[config.mk]
export PLATFORM = sky130hd
export DESIGN_NAME = ifetch_queue
export DESIGN_NICKNAME = d
export VERILOG_FILES = /design/src/rtl/ifetch_queue.sv
export SDC_FILE = /design/constraint.sdc
export NUM_CORES = 1
export LEC_CHECK = 0
export ABC_CLOCK_PERIOD_IN_PS = 6050
export CAP_MARGIN = 30
export CORE_MARGIN = 8
export CORE_UTILIZATION = 57
export CTS_BUF_LIST = sky130_fd_sc_hd__clkbuf_4 sky130_fd_sc_hd__clkbuf_8
export DETAILED_ROUTE_END_ITERATION = 7
export PLACE_DENSITY = 0.82
export REMOVE_ABC_BUFFERS = 1
export SYNTH_ARGS = -nofsm -noshare
export SYNTH_HDL_FRONTEND = slang
export SYNTH_SLANG_ARGS = --single-unit
[constraint.sdc]
create_clock -name clk -period 6.05 [get_ports clk]
set_clock_uncertainty 0.2 [all_clocks]
set_input_delay 1.21 -clock clk [delete_from_list [all_inputs] [get_ports clk]]
set_output_delay 1.21 -clock clk [all_outputs]
set_load 0.02 [all_outputs]
[src/rtl/ifetch_queue.sv]
// ifetch_queue: fetch FSM with one outstanding bus request feeding a
// first-word-fall-through instruction queue with redirect/flush.
//
// Ports:
//   clk, reset        - clock; asynchronous active-high reset
//   ireq_valid/addr   - instruction bus request (addr held until addr_ok)
//   iresp_addr_ok     - bus accepted the request
//   iresp_data_ok     - response data valid, with iresp_data
//   redirect_valid/pc - flush queue, restart fetch at redirect_pc & ~3
//   out_valid/pc/instr- head of the queue toward decode
//   out_ready         - decode consumes head when out_valid && out_ready
//   count             - current queue occupancy
//
// Optional feature: define IFQ_BYPASS_EN to let a response into an empty
// queue appear on out_* in the same cycle it arrives.
module ifetch_queue #(
  parameter int DEPTH   = 4,
  parameter int ADDR_W  = 64,
  parameter int INSTR_W = 32,
  parameter logic [ADDR_W-1:0] RESET_PC = ADDR_W'(64'h8000_0000)
) (
  input  logic                     clk,
  input  logic                     reset,
  output logic                     ireq_valid,
  output logic [ADDR_W-1:0]        ireq_addr,
  input  logic                     iresp_addr_ok,
  input  logic                     iresp_data_ok,
  input  logic [INSTR_W-1:0]       iresp_data,
  input  logic                     redirect_valid,
  input  logic [ADDR_W-1:0]        redirect_pc,
  output logic                     out_valid,
  output logic [ADDR_W-1:0]        out_pc,
  output logic [INSTR_W-1:0]       out_instr,
  input  logic                     out_ready,
  output logic [$clog2(DEPTH):0]   count
);

  localparam int PW = $clog2(DEPTH);
  localparam int CW = PW + 1;

  typedef enum logic [2:0] {
    IDLE,
    REQ,
    WAIT,
    DROP_REQ,
    DROP_WAIT
  } state_t;

  state_t state_q;
  state_t state_d;

  logic [ADDR_W-1:0]  fetch_pc_q;
  logic [ADDR_W-1:0]  req_addr_q;
  logic [ADDR_W-1:0]  redir_pc;

  logic [ADDR_W-1:0]  pc_mem  [DEPTH];
  logic [INSTR_W-1:0] ins_mem [DEPTH];

  logic [PW-1:0] wptr_q;
  logic [PW-1:0] rptr_q;
  logic [CW-1:0] count_q;

  logic has_room;
  logic empty;
  logic start_req;
  logic push;
  logic wr;
  logic pop;

  // Low two bits of the redirect target are dropped (word alignment).
  logic unused_rpc_lo;
  assign unused_rpc_lo = ^redirect_pc[1:0];
  assign redir_pc = {redirect_pc[ADDR_W-1:2], 2'b00};

  assign has_room = (count_q < CW'(DEPTH));
  assign empty    = (count_q == '0);

  // ---------------------------------------------------------------
  // Fetch FSM
  // ---------------------------------------------------------------
  always_ff @(posedge clk or posedge reset) begin
    if (reset) begin
      state_q <= IDLE;
    end else begin
      state_q <= state_d;
    end
  end

  // Redirect only flushes and reloads fetch_pc; a request already on
  // the bus must still complete its handshake, so it moves to a DROP
  // state whose response is thrown away.
  always_comb begin
    state_d   = state_q;
    start_req = 1'b0;
    push      = 1'b0;
    unique case (state_q)
      IDLE: begin
        if (!redirect_valid && has_room) begin
          state_d   = REQ;
          start_req = 1'b1;
        end
      end
      REQ: begin
        if (iresp_addr_ok) begin
          state_d = redirect_valid ? DROP_WAIT : WAIT;
        end else if (redirect_valid) begin
          state_d = DROP_REQ;
        end
      end
      WAIT: begin
        if (iresp_data_ok) begin
          state_d = IDLE;
          push    = !redirect_valid;
        end else if (redirect_valid) begin
          state_d = DROP_WAIT;
        end
      end
      DROP_REQ: begin
        if (iresp_addr_ok) begin
          state_d = DROP_WAIT;
        end
      end
      DROP_WAIT: begin
        if (iresp_data_ok) begin
          state_d = IDLE;
        end
      end
      default: begin
        state_d = IDLE;
      end
    endcase
  end

  assign ireq_valid = (state_q == REQ) || (state_q == DROP_REQ);
  assign ireq_addr  = req_addr_q;

  // ---------------------------------------------------------------
  // Fetch PC and the address held on the bus
  // ---------------------------------------------------------------
  always_ff @(posedge clk or posedge reset) begin
    if (reset) begin
      fetch_pc_q <= RESET_PC;
      req_addr_q <= RESET_PC;
    end else begin
      if (start_req) begin
        req_addr_q <= fetch_pc_q;
      end
      if (redirect_valid) begin
        fetch_pc_q <= redir_pc;
      end else if (push) begin
        fetch_pc_q <= fetch_pc_q + ADDR_W'(4);
      end
    end
  end

  // ---------------------------------------------------------------
  // Queue write/read selection
  // ---------------------------------------------------------------
`ifdef IFQ_BYPASS_EN
  logic byp;

  // Empty queue: the response goes straight to decode, and is only
  // stored if decode does not take it this cycle.
  assign byp       = push && empty;
  assign wr        = push && !(byp && out_ready);
  assign pop       = !empty && out_ready;
  assign out_valid = !empty || byp;
  assign out_pc    = byp ? fetch_pc_q : pc_mem[rptr_q];
  assign out_instr = byp ? iresp_data : ins_mem[rptr_q];
`else
  assign wr        = push;
  assign pop       = !empty && out_ready;
  assign out_valid = !empty;
  assign out_pc    = pc_mem[rptr_q];
  assign out_instr = ins_mem[rptr_q];
`endif

  assign count = count_q;

  // ---------------------------------------------------------------
  // Pointers and occupancy
  // ---------------------------------------------------------------
  always_ff @(posedge clk or posedge reset) begin
    if (reset) begin
      wptr_q  <= '0;
      rptr_q  <= '0;
      count_q <= '0;
    end else if (redirect_valid) begin
      wptr_q  <= '0;
      rptr_q  <= '0;
      count_q <= '0;
    end else begin
      if (wr) begin
        wptr_q <= wptr_q + PW'(1);
      end
      if (pop) begin
        rptr_q <= rptr_q + PW'(1);
      end
      unique case ({wr, pop})
        2'b10:   count_q <= count_q + CW'(1);
        2'b01:   count_q <= count_q - CW'(1);
        default: count_q <= count_q;
      endcase
    end
  end

  // Storage needs no reset; occupancy tracking masks stale entries.
  always_ff @(posedge clk) begin
    if (wr) begin
      pc_mem[wptr_q]  <= fetch_pc_q;
      ins_mem[wptr_q] <= iresp_data;
    end
  end

endmodule
# Word level (Yosys, flattened, before mapping)
# Memory sizes are Yosys's and may differ from the RTL's.
# Cells that the tools add are included.
[op_classes] n_addsub=5 n_mul=0 n_div=0 magnitude_cmp=1 n_eq_ne=11 shift=0 n_mux=23 bitwise_logic=0 n_reduce_logical=11
[ops] cell="64-bit 2-to-1 mux" count=2
[ops] cell="64-bit by 3-bit adder with 64-bit output (second input constant)" count=1
[ops] cell="3-bit 2-to-1 mux" count=9
[ops] cell="3-bit case mux with 5 select lines" count=1
[ops] cell="2-bit 2-to-1 mux" count=4
[ops] cell="3-bit by 2-bit equality test with 1-bit output (second input constant)" count=2
[ops] cell="3-bit zero test" count=2
[ops] cell="1-bit 2-to-1 mux" count=6
[ops] cell="2-bit inequality test (second input constant)" count=3
[ops] cell="3-bit inequality test (second input constant)" count=2
[ops] cell="3-bit case mux with 2 select lines" count=1
[ops] cell="5-bit AND reduction" count=1
[ops] cell="2-bit by 1-bit adder with 2-bit output (second input constant)" count=2
[ops] cell="2-bit nonzero test" count=2
[ops] cell="3-bit by 1-bit adder with 3-bit output (second input constant)" count=1
[ops] cell="3-bit by 1-bit equality test with 1-bit output (second input constant)" count=1
[ops] cell="3-bit equality test (second input constant)" count=1
[ops] cell="3-bit < comparator (second input constant)" count=1
[ops] cell="3-bit nonzero test" count=1
[ops] cell="3-bit by 1-bit subtractor with 3-bit output (second input constant)" count=1
[ops] cell="2-bit by 1-bit equality test with 1-bit output (second input constant)" count=1
[ops] cell="2-bit equality test (second input constant)" count=1
[ops] cell="1-bit logical AND" count=2
[ops] cell="1-bit zero test" count=2
[ops] cell="1-bit logical OR" count=1
[word_totals] reg_bits=138 latch_bits=0 ramBits=384 romBits=0 inputBits=102 out_inout_bits=165 wordCells=59 mem_count=2
[memory_table] memory="pc_mem" depth=4 word_bits=64 rd=1 rd_ports_with_merged_regs=0 wr=1 line="56" source="logic [ADDR_W-1:0] pc_mem [DEPTH];"
[memory_table] memory="ins_mem" depth=4 word_bits=32 rd=1 rd_ports_with_merged_regs=0 wr=1 line="57" source="logic [INSTR_W-1:0] ins_mem [DEPTH];"

# Depth between registers and ports, before layout
[depth] word_depth=6 depth_mapped=10 depth_no_buf=7

# Least setup slack after synthesis
# OpenSTA, ideal clock, no wires.
[synth_timing] kind="in2reg" startpoint="input iresp_data_ok" endpoint="memory ins_mem[0][0], enable pin" setup_time_ps=464 arrival_ps=4293 t_required_ps=5386 slack_ps=1093 stages=4 path_buffers=2 path_cell_list="nor4bb_1 clkbuf_1 clkbuf_1 and3_1"
[synth_between] elab_chain_cells=4
[synth_lines] element="from (decl)" line="27" source="input logic iresp_data_ok,"
[synth_lines] element="1-bit 2-to-1 mux" line="111" source="if (iresp_data_ok) begin"
[synth_lines] element="1-bit 2-to-1 mux" line="96" source="unique case (state_q)"
[synth_lines] element="1-bit 2-to-1 mux" line="209" source="if (wr) begin"
[synth_lines] element="1-bit 2-to-1 mux (not written as such)" line="211" source="ins_mem[wptr_q] <= iresp_data;"
[synth_lines] element="to (decl)" line="57"
# Every way passes these cells.

# Worst setup path in the final report
[layout_timing] startpoint="register rptr_q[0]" endpoint="output out_instr[22]"
[layout_between] elab_chain_cells=1
[layout_lines] element="from (decl)" line="60" source="logic [PW-1:0] rptr_q;"
[layout_lines] element="from (signal assigned)" line="197" source="rptr_q <= rptr_q + PW'(1);"
[layout_lines] element="memory read 4 x 32 bit"
[layout_lines] element="to (decl)" line="33" source="output logic [INSTR_W-1:0] out_instr,"
# Every way passes these cells.

==> flow_metrics.env <==
export IMPL_status="finished clean"
export IMPL_fp_row_count=69
export IMPL_postRouteAntennaNets=0
export IMPL_routedWlPerCell_um=24.4
export IMPL_vias=11700
export IMPL_grt_use_total=0.231
export IMPL_cts_path_max_buffers=3
export IMPL_setup_ws_ns=1.55
export IMPL_cts_tree="done"
export IMPL_wl_met2_um=24500
export IMPL_fp_dieW_um=205
export IMPL_fin_nets=1563
export IMPL_reg2reg_setup_slack_ns=2.75
export IMPL_ys_types=52
export IMPL_synth_warnings=0
export IMPL_r2r_cells=5
export IMPL_htree_levels=3
export IMPL_pre_cts_slack_ns=1.46
export IMPL_cts_root_buf="clkbuf_8"
export IMPL_worstHoldPathCells=1
export IMPL_port_buffers=260
export IMPL_die_h_um=205
export IMPL_routed_top_layer="met4"
export IMPL_grt_max_degree=98
export IMPL_worstSetupStartpointType="register"
export IMPL_grt_pass1_vias=12400
export IMPL_place_area_mm2=0.0235
export IMPL_ios=267
export IMPL_routed_wl_um=48400
export IMPL_postCtsHoldBufs=0
export IMPL_final_common_cell="edfxtp_1"
export IMPL_rsz0062_at_grt="false"
export IMPL_avgSynthCellArea_um2=17.7
export IMPL_p_leak_nw=8.58
export IMPL_dr_first_iter_drc_count=818
export IMPL_reg2reg_to="fetch_pc_q[56]$_DFFE_PP0N_"
export IMPL_clkLatencyLatePin_ns=0.63
export IMPL_dr_pass1_iters=5
export IMPL_period_share=0.744
export IMPL_path_clk_slew_ns=0.06
export IMPL_drc_errors=0
export IMPL_grt_pass1_wl_um=72900
export IMPL_final_cell_mix="edfxtp_1 (376), clkdlybuf4s50_1 (259), dfrtp_1 (130)"
export IMPL_ctsResizeCount=0
export IMPL_worst_pin_slew_ns=1.02
export IMPL_overflow=0
export IMPL_powerDensity_mw_per_mm2=410
export IMPL_synthTopCellsByArea="edfxtp_1 (56%), dfrtp_1 (16%), mux4_2 (10%)"
export IMPL_viasPerCell=5.92
export IMPL_fin_tns_setup_ns=0
export IMPL_end_kind="output port"
export IMPL_synth_top_cell_by_area="edfxtp_1"
export IMPL_cp_cell_sequence="buf_16 -> buf_4 -> mux4_2 -> clkdlybuf4s50_1"
export IMPL_max_cap_viol_count=0
export IMPL_netlist_area_leader_share=0.557
export IMPL_wl_met1_um=19500
export IMPL_synth_seq_area_share=0.723
export IMPL_setup_viol_count_final=0
export IMPL_worstSetupPathType="register to output port"
export IMPL_max_freq_mhz=222
export IMPL_nFillCells=2131
export IMPL_area_delta_synth_final_pct=24.6
export IMPL_synth_seq_cells=510
export IMPL_holdPathEnd="ireq_addr[54]$_DFFE_PP0P_"
export IMPL_post_route_util=0.715
export IMPL_synthCells=1146
export IMPL_slew_headroom=0.311
export IMPL_hold_viol_final=0
export IMPL_worst_ep_required_time_ns=4.64
export IMPL_hold_class="register to register"
export IMPL_async_flop_share=0.263
export IMPL_wl_met3_um=3590
export IMPL_synth_flop_cell="edfxtp_1"
export IMPL_final_cell_area_mm2=0.0253
export IMPL_startpoint="rptr_q[0]$_DFFE_PP0P_"
export IMPL_post_cts_setup_buffers=0
export IMPL_synth_edf_count=376
export IMPL_dp_hpwl_um=31500
export IMPL_slew_violations=0
export IMPL_min_delay_start="ireq_addr[54]$_DFFE_PP0P_"
export IMPL_dp_cells=1835
export IMPL_arrival_ns=3.09
export IMPL_antenna_found_initial=1
export IMPL_clock_sinks=510
export IMPL_cpPeakStageDelay_ns=0.70
export IMPL_core_mm2=0.0353
export IMPL_initial_core_util=0.574
export IMPL_syn_area_mm2=0.0203
export IMPL_ir_worst_vdd_mv=0.360
export IMPL_crit_path_max_fanout=28
export IMPL_routabilityCongestion=0.780
export IMPL_r2r_start="fetch_pc_q[27]$_DFFE_PP0N_"
export IMPL_die_area_mm2=0.0419
export IMPL_drive_gt1_frac=0.227
export IMPL_fin_cells=1984
export IMPL_cpMaxStageDelayCell="dfrtp_4"
export IMPL_cts_buffers=79
export IMPL_period_minus_slack_ns=4.50
[worst max-delay path by stage]
stage | endpoint
after global placement | ins_mem[0][11]$_DFFE_PP_
after floorplan | out_instr[0]
final | out_instr[22]
after global routing | out_pc[58]
after detailed placement | ins_mem[0][21]$_DFFE_PP_
after CTS | out_instr[1]
[power breakdown]
group	switching, W	total, W	internal, W	leakage, nW
combinational	0.00137	0.00284	0.00148	2.70
sequential	0.000333	0.00444	0.00411	4.98
clock	0.00132	0.00306	0.00175	0.908
total	0.00302	0.0104	0.00733	8.58
[synth_stat cells (11+ instances only)]
cell / instances
clkbuf_1: 40
o21ai_0: 39
nand4_1: 24
dfrtp_1: 132
xor2_1: 21
inv_1: 11
a31oi_1: 20
xnor2_1: 23
and3_1: 19
edfxtp_1: 376
nand2_1: 70
mux2_2: 65
nor2_1: 38
o31ai_1: 17
mux4_2: 94
nand3_1: 26
or4_1: 21
nor3_1: 11
buf_1: 12
[kinds of logic after synthesis]
kind of cell	share of synthesized area
DFF	0.723
buffers and inverters	0.0154
and+or+nand+nor	0.0692
adders and majority gates	0.00407
AOI/OAI and AO/OA	0.0277
xor gates and xnor gates	0.0190
other	0.000185
muxes	0.142
[routing by layer]
layer	global-route usage	up-vias
li1	-	5183
met1	0.303	6052
met2	0.382	447
met3	0.0508	61
met4	0.0746	0
met5	0	-
[critical path: cells and delay by family (launching register included)]
kind | cells | cell delay (ns)
DFF | 1 | 0.70
buffers and inverters | 3 | 1.20
muxes | 1 | 0.56
[stage by stage]
| stage | power, W | hold slack [ns] |
|---|---|---|
| global placement | 0.00729 | 0.291 |
| global route | 0.0108 | 0.333 |
| floorplan | 0.00606 | 0.304 |
| finish | 0.0104 | 0.305 |
| detailed placement | 0.00738 | 0.295 |
| CTS | 0.0104 | 0.309 |
[registers in the layout (all words and copies together) (netlist names)]
signal	cells
count	3
fetch_pc_q	62
ins_mem	128
ireq_addr	62
pc_mem	248
rptr_q	2
state_q	3
wptr_q	2
[layout make-up]
class,count,area (µm²),area share
Antenna cell,2,5.00,0.000198
Clock buffer,112,1380,0.0546
Clock inverter,35,347,0.0137
Inverter,12,50.0,0.00198
Multi-Input combinational cell,564,5370,0.213
Sequential cell,510,14700,0.580
Tap cell,461,577,0.0228
Timing Repair Buffer,288,2870,0.114
(Power assumes the default switching activity.)
